<file path="src/rtl/acia6850_pkg.sv">
// Shared constants and state types for the host-side 6850 ACIA.
// Covers register selects, status bit positions, divide codes and FSM states.
package acia6850_pkg;

  localparam logic RS_CTRL = 1'b0;
  localparam logic RS_DATA = 1'b1;

  localparam int ST_RDRF = 0;
  localparam int ST_TDRE = 1;
  localparam int ST_DCD  = 2;
  localparam int ST_CTS  = 3;
  localparam int ST_FE   = 4;
  localparam int ST_OVRN = 5;
  localparam int ST_PE   = 6;
  localparam int ST_IRQ  = 7;

  localparam logic [1:0] DIV1   = 2'b00;
  localparam logic [1:0] DIV16  = 2'b01;
  localparam logic [1:0] DIV64  = 2'b10;
  localparam logic [1:0] MRESET = 2'b11;

  typedef enum logic [1:0] {RX_IDLE, RX_START, RX_DATA, RX_STOP} rxState_t;
  typedef enum logic [1:0] {TX_IDLE, TX_START, TX_DATA, TX_STOP} txState_t;

  // Last tick index within one bit (N-1) for a divide code.
  function automatic logic [5:0] divLast(input logic [1:0] code);
    case (code)
      DIV16:   return 6'd15;
      DIV64:   return 6'd63;
      default: return 6'd0;
    endcase
  endfunction

endpackage

</file>
<file path="src/rtl/acia6850_host_if.sv">
// Host CPU bus side of the ACIA: access strobe, register select, data and interrupt.
interface acia6850_host_if;
  logic       bus_en;
  logic       rs;
  logic       rw;
  logic [7:0] din;
  logic [7:0] dout;
  logic       irq_n;

  modport master (output bus_en, rs, rw, din, input dout, irq_n);
  modport slave  (input bus_en, rs, rw, din, output dout, irq_n);
endinterface

</file>
<file path="src/rtl/acia6850_bitclk.sv">
// Prescaler plus divide-by-N bit counter; restart realigns both to a line edge.
// Emits a pulse at the end of each bit and one at the half-bit point.
module acia6850_bitclk import acia6850_pkg::*; #(
  parameter int CLKDIV = 4
) (
  input  logic       clk_i,
  input  logic       rstN_i,
  input  logic       hold_i,
  input  logic       restart_i,
  input  logic [1:0] divCode_i,
  output logic       bitEnd_o,
  output logic       midBit_o
);
  localparam int PW = (CLKDIV > 1) ? $clog2(CLKDIV) : 1;

  logic [PW-1:0] pre_q;
  logic [5:0]    cnt_q;
  logic [5:0]    last;
  logic [5:0]    half;
  logic          tick;

  assign tick     = (pre_q == PW'(CLKDIV - 1));
  assign last     = divLast(divCode_i);
  // In /1 mode half collapses to 0, so the start bit is sampled on the first tick.
  assign half     = last >> 1;
  assign bitEnd_o = tick && (cnt_q == last) && !hold_i;
  assign midBit_o = tick && (cnt_q == half) && !hold_i;

  always_ff @(posedge clk_i) begin
    if (!rstN_i || hold_i || restart_i) begin
      pre_q <= '0;
      cnt_q <= '0;
    end else if (tick) begin
      pre_q <= '0;
      cnt_q <= (cnt_q == last) ? 6'd0 : cnt_q + 6'd1;
    end else begin
      pre_q <= pre_q + PW'(1);
    end
  end

endmodule

</file>
<file path="src/rtl/acia6850_host.sv">
// Host-side 6850-compatible ACIA talking 8N1 to the IKBD MCU SCI.
// Two bus registers (control/status, data), independent RX and TX bit engines.
module acia6850_host import acia6850_pkg::*; #(
  parameter int CLKDIV = 4
) (
  input  logic             mcu_clx2,
  input  logic             mcu_rst,
  acia6850_host_if.slave   bus,
  input  logic             rxd,
  output logic             txd,
  output logic             rts_n
);
  logic [7:0] cr_q, rdr_q, tdr_q, rxShift_q, txShift_q, status;
  logic       rdrf_q, tdre_q, fe_q, ovrn_q, ovrnArm_q, irqN_q, txLine_q;
  logic [1:0] rxSync_q;
  logic       rxPrev_q, rxIn;
  logic [2:0] rxBit_q, txBit_q;
  rxState_t   rxState_q;
  txState_t   txState_q;
  logic       ctrlWr, dataWr, statRd, dataRd, mresetWr, mreset;
  logic       rxEnd, rxMid, txEnd, rxRestart, irq_d;
  logic       unusedCrBits;

  assign ctrlWr   = bus.bus_en && !bus.rw && (bus.rs == RS_CTRL);
  assign dataWr   = bus.bus_en && !bus.rw && (bus.rs == RS_DATA);
  assign statRd   = bus.bus_en &&  bus.rw && (bus.rs == RS_CTRL);
  assign dataRd   = bus.bus_en &&  bus.rw && (bus.rs == RS_DATA);
  assign mresetWr = ctrlWr && (bus.din[1:0] == MRESET);
  assign mreset   = (cr_q[1:0] == MRESET);
  assign rxIn     = rxSync_q[1];
  assign unusedCrBits = ^cr_q[4:2];

  assign rxRestart = ((rxState_q == RX_IDLE) && rxPrev_q && !rxIn) ||
                     ((rxState_q == RX_START) && rxMid && !rxIn);

  acia6850_bitclk #(.CLKDIV(CLKDIV)) rxClk (
    .clk_i(mcu_clx2), .rstN_i(mcu_rst), .hold_i(mreset), .restart_i(rxRestart),
    .divCode_i(cr_q[1:0]), .bitEnd_o(rxEnd), .midBit_o(rxMid)
  );

  acia6850_bitclk #(.CLKDIV(CLKDIV)) txClk (
    .clk_i(mcu_clx2), .rstN_i(mcu_rst), .hold_i(mreset), .restart_i(1'b0),
    .divCode_i(cr_q[1:0]), .bitEnd_o(txEnd), .midBit_o()
  );

  assign irq_d = (cr_q[7] & (rdrf_q | ovrn_q)) | ((cr_q[6:5] == 2'b01) & tdre_q);

  always_comb begin
    status          = '0;
    status[ST_IRQ]  = irq_d;
    status[ST_PE]   = 1'b0;
    status[ST_OVRN] = ovrn_q;
    status[ST_FE]   = fe_q;
    status[ST_CTS]  = 1'b0;
    status[ST_DCD]  = 1'b0;
    status[ST_TDRE] = tdre_q;
    status[ST_RDRF] = rdrf_q;
  end

  assign bus.dout  = (bus.rs == RS_DATA) ? rdr_q : status;
  assign bus.irq_n = irqN_q;
  assign rts_n     = (cr_q[6:5] == 2'b10);
  assign txd       = (cr_q[6:5] == 2'b11) ? 1'b0 : txLine_q;

  always_ff @(posedge mcu_clx2) begin
    if (!mcu_rst) begin
      cr_q <= 8'h03;
    end else if (ctrlWr) begin
      cr_q <= bus.din;
    end
  end

  always_ff @(posedge mcu_clx2) begin
    if (!mcu_rst) begin
      rxSync_q <= 2'b11;
      rxPrev_q <= 1'b1;
    end else begin
      rxSync_q <= {rxSync_q[0], rxd};
      rxPrev_q <= rxSync_q[1];
    end
  end

  // Frame completion is evaluated after the read side effects so it wins a same-clock collision.
  always_ff @(posedge mcu_clx2) begin
    if (!mcu_rst || mresetWr) begin
      rxState_q <= RX_IDLE;
      rxShift_q <= '0;
      rxBit_q   <= '0;
      rdr_q     <= '0;
      rdrf_q    <= 1'b0;
      fe_q      <= 1'b0;
      ovrn_q    <= 1'b0;
      ovrnArm_q <= 1'b0;
    end else begin
      if (statRd) ovrnArm_q <= 1'b1;
      if (dataRd) begin
        rdrf_q    <= 1'b0;
        fe_q      <= 1'b0;
        ovrnArm_q <= 1'b0;
        if (ovrnArm_q) ovrn_q <= 1'b0;
      end
      if (mreset) begin
        rxState_q <= RX_IDLE;
      end else begin
        case (rxState_q)
          RX_IDLE: if (rxPrev_q && !rxIn) begin
            rxState_q <= RX_START;
            rxBit_q   <= '0;
          end
          RX_START: if (rxMid) rxState_q <= rxIn ? RX_IDLE : RX_DATA;
          RX_DATA: if (rxEnd) begin
            rxShift_q <= {rxIn, rxShift_q[7:1]};
            rxBit_q   <= rxBit_q + 3'd1;
            if (rxBit_q == 3'd7) rxState_q <= RX_STOP;
          end
          RX_STOP: if (rxEnd) begin
            rxState_q <= RX_IDLE;
            if (!rxIn) begin
              rdr_q  <= rxShift_q;
              rdrf_q <= 1'b1;
              fe_q   <= 1'b1;
            end else if (rdrf_q) begin
              ovrn_q <= 1'b1;
            end else begin
              rdr_q  <= rxShift_q;
              rdrf_q <= 1'b1;
              fe_q   <= 1'b0;
            end
          end
          default: rxState_q <= RX_IDLE;
        endcase
      end
    end
  end

  // STOP shares the load path with IDLE so a pending byte follows with no idle gap.
  always_ff @(posedge mcu_clx2) begin
    if (!mcu_rst || mresetWr) begin
      txState_q <= TX_IDLE;
      txShift_q <= '0;
      txBit_q   <= '0;
      txLine_q  <= 1'b1;
      tdr_q     <= '0;
      tdre_q    <= 1'b1;
    end else begin
      if (mreset) begin
        txState_q <= TX_IDLE;
        txLine_q  <= 1'b1;
      end else begin
        case (txState_q)
          TX_IDLE, TX_STOP: if (txEnd) begin
            if (!tdre_q) begin
              txShift_q <= tdr_q;
              tdre_q    <= 1'b1;
              txLine_q  <= 1'b0;
              txState_q <= TX_START;
            end else begin
              txLine_q  <= 1'b1;
              txState_q <= TX_IDLE;
            end
          end
          TX_START: if (txEnd) begin
            txLine_q  <= txShift_q[0];
            txShift_q <= {1'b0, txShift_q[7:1]};
            txBit_q   <= '0;
            txState_q <= TX_DATA;
          end
          TX_DATA: if (txEnd) begin
            if (txBit_q == 3'd7) begin
              txLine_q  <= 1'b1;
              txState_q <= TX_STOP;
            end else begin
              txLine_q  <= txShift_q[0];
              txShift_q <= {1'b0, txShift_q[7:1]};
              txBit_q   <= txBit_q + 3'd1;
            end
          end
          default: txState_q <= TX_IDLE;
        endcase
      end
      if (dataWr) begin
        tdr_q  <= bus.din;
        tdre_q <= 1'b0;
      end
    end
  end

  always_ff @(posedge mcu_clx2) begin
    if (!mcu_rst || mresetWr) begin
      irqN_q <= 1'b1;
    end else begin
      irqN_q <= ~irq_d;
    end
  end

endmodule

</file>
<file path="src/flat_wrapper.sv">
// flat-port wrapper written by rule: the top's interface ports become plain ports
module acia6850_host_flat import acia6850_pkg::*;
#(
  parameter int CLKDIV = 4
)
  (mcu_clx2, mcu_rst, rxd, txd, rts_n, bus_bus_en, bus_rs, bus_rw, bus_din, bus_dout, bus_irq_n);
  acia6850_host_if bus_i ();
  input  logic mcu_clx2;
  input  logic mcu_rst;
  input  logic rxd;
  output logic txd;
  output logic rts_n;
  input wire logic [$bits(bus_i.bus_en)-1:0] bus_bus_en;
  input wire logic [$bits(bus_i.rs)-1:0] bus_rs;
  input wire logic [$bits(bus_i.rw)-1:0] bus_rw;
  input wire logic [$bits(bus_i.din)-1:0] bus_din;
  output wire logic [$bits(bus_i.dout)-1:0] bus_dout;
  output wire logic [$bits(bus_i.irq_n)-1:0] bus_irq_n;
  assign bus_i.bus_en = bus_bus_en;
  assign bus_i.rs = bus_rs;
  assign bus_i.rw = bus_rw;
  assign bus_i.din = bus_din;
  assign bus_dout = bus_i.dout;
  assign bus_irq_n = bus_i.irq_n;
  acia6850_host #(.CLKDIV(CLKDIV)) u_core (.mcu_clx2(mcu_clx2), .mcu_rst(mcu_rst), .bus(bus_i), .rxd(rxd), .txd(txd), .rts_n(rts_n));
endmodule
</file>
<file path="config.mk">
export PLATFORM = sky130hd
export DESIGN_NAME = acia6850_host_flat
export DESIGN_NICKNAME = d
export VERILOG_FILES = /design/src/rtl/acia6850_pkg.sv /design/src/rtl/acia6850_host_if.sv /design/src/rtl/acia6850_bitclk.sv /design/src/rtl/acia6850_host.sv /design/src/flat_wrapper.sv
export SDC_FILE = /design/constraint.sdc
export NUM_CORES = 1
export LEC_CHECK = 0
export BUFFER_PORTS_ARGS = -buffer_cell sky130_fd_sc_hd__buf_4
export CELL_PAD_IN_SITES_DETAIL_PLACEMENT = 0
export CELL_PAD_IN_SITES_GLOBAL_PLACEMENT = 1
export CORE_ASPECT_RATIO = 1.75
export CORE_MARGIN = 2
export CORE_UTILIZATION = 35
export DETAILED_ROUTE_END_ITERATION = 8
export PLACE_DENSITY_LB_ADDON = 0.1
export SLEW_MARGIN = 20
export SYNTH_ARGS = -nofsm -noshare
export SYNTH_HDL_FRONTEND = slang
export SYNTH_HIERARCHICAL = 1
export SYNTH_SLANG_ARGS = --single-unit
</file>
<file path="constraint.sdc">
create_clock -name mcu_clx2 -period 3.3 [get_ports mcu_clx2]
set_clock_uncertainty 0.1 [all_clocks]
set_input_delay 0.495 -clock mcu_clx2 [delete_from_list [all_inputs] [get_ports mcu_clx2]]
set_output_delay 0.495 -clock mcu_clx2 [all_outputs]
set_load 0.02 [all_outputs]
</file>
==> results.yml <==
run_status:
  status: "completed"
cells_and_area:
  fill_cells: 957
  antenna-diode-count: 0
  fin_nets: 418
  final_cell_count_no_fill: 518
  design_area_um2: 3990
  syn2layout_area_growth_pct: 16.8
  final_layout_size_suffix_gt1_share_pct: 15.2
hold_path:
  holdCritPathClass: "in -> reg"
  min_to: "u_core/rxSync_q[0]$_SDFF_PN1_"
  hold_depth: 2
  hold_start: "rxd"
clocking:
  cts_setup_buffers: 0
  clk_pin_slew_worst_paths_ns: 0.05
  htreeDepth: 3
  clk_latency_ns: 0.33
  cts_tree: "built"
  ctsResizeCount: 0
  root_buffer: "clkbuf_16"
  hold_buffers: 0
  clockBufferDepth: 2
  numClockSinks: 73
  cts_made_buffers: 9
timing:
  clock.fmax_mhz: 369
  hold_violations: 0
  setup-tns-final_ns: 0
  rsz0062_at_grt: "false"
  fin_crit_sh_pct: 82.2
  layout_min_cycle_time_ns: 2.71
  setup_violations: 0
  worst_pin_slew_ns: 0.817
  max_slew_margin_pct: 45.3
  slew_viol_final: 0
route:
  drt_iter0_drc: 113
  drt.antenna.violating_nets: 0
  drc: 0
  wl_um: 7360
  wl_per_cell_um: 14.2
  avgViaCountPerCell: 5.05
  vias: 2616
  dr.pass1.iters: 4
floorplan:
  die_area_um2: 10600
  pin_count: 25
  core_um2: 9470
  start_util_pct: 36.1
  die_w_um: 78.7
  die_y_um: 135
  fp-row-count: 47
global_route:
  antenna_found_initial: 0
  overflow: 0
  grt_first_pass_wirelength_um: 12300
  grt_pass1_vias: 2575
  grt_max_degree: 43
  grt_usage_pct: 14.8
logic_synthesis:
  avgSynthCellArea_um2: 9.20
  synth_cells: 371
  ys.warnings.count: 6
  netlist_area_um2: 3410
setup_path:
  r2r-end: "u_core/rxClk/cnt_q[1]$_SDFFE_PP0N_"
  cp-start-kind: "flip-flop"
  worstSetupPathType: "reg -> reg"
  endpoint_kind: "flip-flop"
  crit_fanout: 10
  rrSetupSlack_ns: 0.59
  rr_worst_depth: 11
  r2r_start: "u_core/cr_q[1]$_SDFFE_PN1P_"
  required_ns: 3.40
  cp.arrival_ns: 2.82
pwr:
  peakVddDrop_mv: 0.289
  p_leak_nw: 1.62
  p_per_area_nw_per_um2: 528
  power_mw: 2.11
placed_design:
  dp_hpwl_um: 5250
  dpl_cell_area_um2: 3650
  routabilityCongestion: 0.773
  dp_cells: 503
  port-buffer-count: 24
flow_run:
  drv_cap: 0
worst max-delay path by stage:
stage                                            from                                  to  slack, ns  depth (start not counted)
final                     u_core/cr_q[1]$_SDFFE_PN1P_  u_core/rxClk/cnt_q[1]$_SDFFE_PP0N_       0.59                         11
after global routing      u_core/cr_q[0]$_SDFFE_PN1P_    u_core/rxShift_q[4]$_SDFFE_PP0P_       0.31                          9
after CTS                 u_core/cr_q[0]$_SDFFE_PN1P_    u_core/txShift_q[3]$_SDFFE_PP0P_       0.58                         10
after detailed placement  u_core/cr_q[1]$_SDFFE_PN1P_  u_core/rxClk/cnt_q[1]$_SDFFE_PP0N_       0.61                         11
after global placement    u_core/cr_q[0]$_SDFFE_PN1P_    u_core/txShift_q[3]$_SDFFE_PP0P_       0.70                         10
after floorplan           u_core/cr_q[0]$_SDFFE_PN1P_    u_core/txShift_q[5]$_SDFFE_PP0P_       0.66                         10
where the power goes:
part	switching [mW]	total [mW]	leakage (nW)	internal, mW
Clock	0.359	1.11	0.169	0.754
Sequential	0.00641	0.897	0.590	0.891
Combinational	0.0600	0.0957	0.860	0.0357
Total	0.425	2.11	1.62	1.68
worst max-delay path, stage by stage (launching register included):
cell,delay [ns]
dfxtp_1,0.36
nand2_1,0.30
inv_1,0.15
nand2b_1,0.23
or3_1,0.33
nor3_1,0.29
mux2i_1,0.12
nor3_1,0.23
or3b_2,0.25
nor2_1,0.08
nand2_1,0.08
o41ai_1,0.07
through the flow:
stage	hold slack (ns)	util, %	setup WS [ns]
floorplan	0.286	-	0.655
global placement	0.291	38.5	0.699
detailed placement	0.305	38.5	0.610
CTS	0.230	42.1	0.581
global route	0.245	42.1	0.306
finish	0.248	42.1	0.587
cell type report:
type                       count  area, µm²  area share [%]
sequential                    73       1460            36.6
clock buffer                  10        239            5.99
tap                          122        153            3.83
inverter                      10       37.5           0.941
clock inverter                 5        104            2.60
timing repair buffer          26        195            4.89
multi-input combinational    272       1800            45.1
cells in the final DEF (no fill, tap or decap), drive strengths merged, types with 2 or more instances in the layout:
| master | count |
|---|---|
| dfxtp | 73 |
| nand2 | 56 |
| nor2 | 33 |
| buf | 26 |
| mux2i | 24 |
| a21oi | 24 |
| a211oi | 17 |
| ha | 12 |
| xor2 | 11 |
| inv | 10 |
| clkbuf | 10 |
| nand2b | 8 |
| nor3 | 8 |
| and2 | 7 |
| nand4 | 7 |
| o21ai | 6 |
| nor2b | 6 |
| nand3 | 5 |
| a31oi | 5 |
| mux2 | 4 |
| a22oi | 4 |
| o41ai | 4 |
| bufinv | 3 |
| o32ai | 3 |
| nor3b | 3 |
| nor4b | 2 |
| xnor2 | 2 |
| nor4 | 2 |
| or3b | 2 |
| and3 | 2 |
| or2b | 2 |
| conb | 2 |
| clkinv | 2 |
| a21boi | 2 |
sequential cells by signal (all words and copies together), names as in the netlist, 3 cells and up, named ones only:
| signal | flops |
|---|---|
| u_core/txShift_q | 8 |
| u_core/txBit_q | 3 |
| u_core/rxShift_q | 8 |
| u_core/rdr_q | 8 |
| u_core/txClk/cnt_q | 6 |
| u_core/rxClk/cnt_q | 6 |
| u_core/tdr_q | 8 |
| u_core/cr_q | 5 |
| u_core/rxBit_q | 3 |
per-layer routing:
layer | track usage, % | routed length [µm] | vias to the layer above
li1 | - | - | 1345
met4 | 7.41 | 163 | 0
met5 | 0 | 0 | -
met3 | 3.34 | 278 | 12
met1 | 16.8 | 3140 | 1218
met2 | 25.7 | 3780 | 41
No activity file was read; power rests on OpenSTA's default activity.
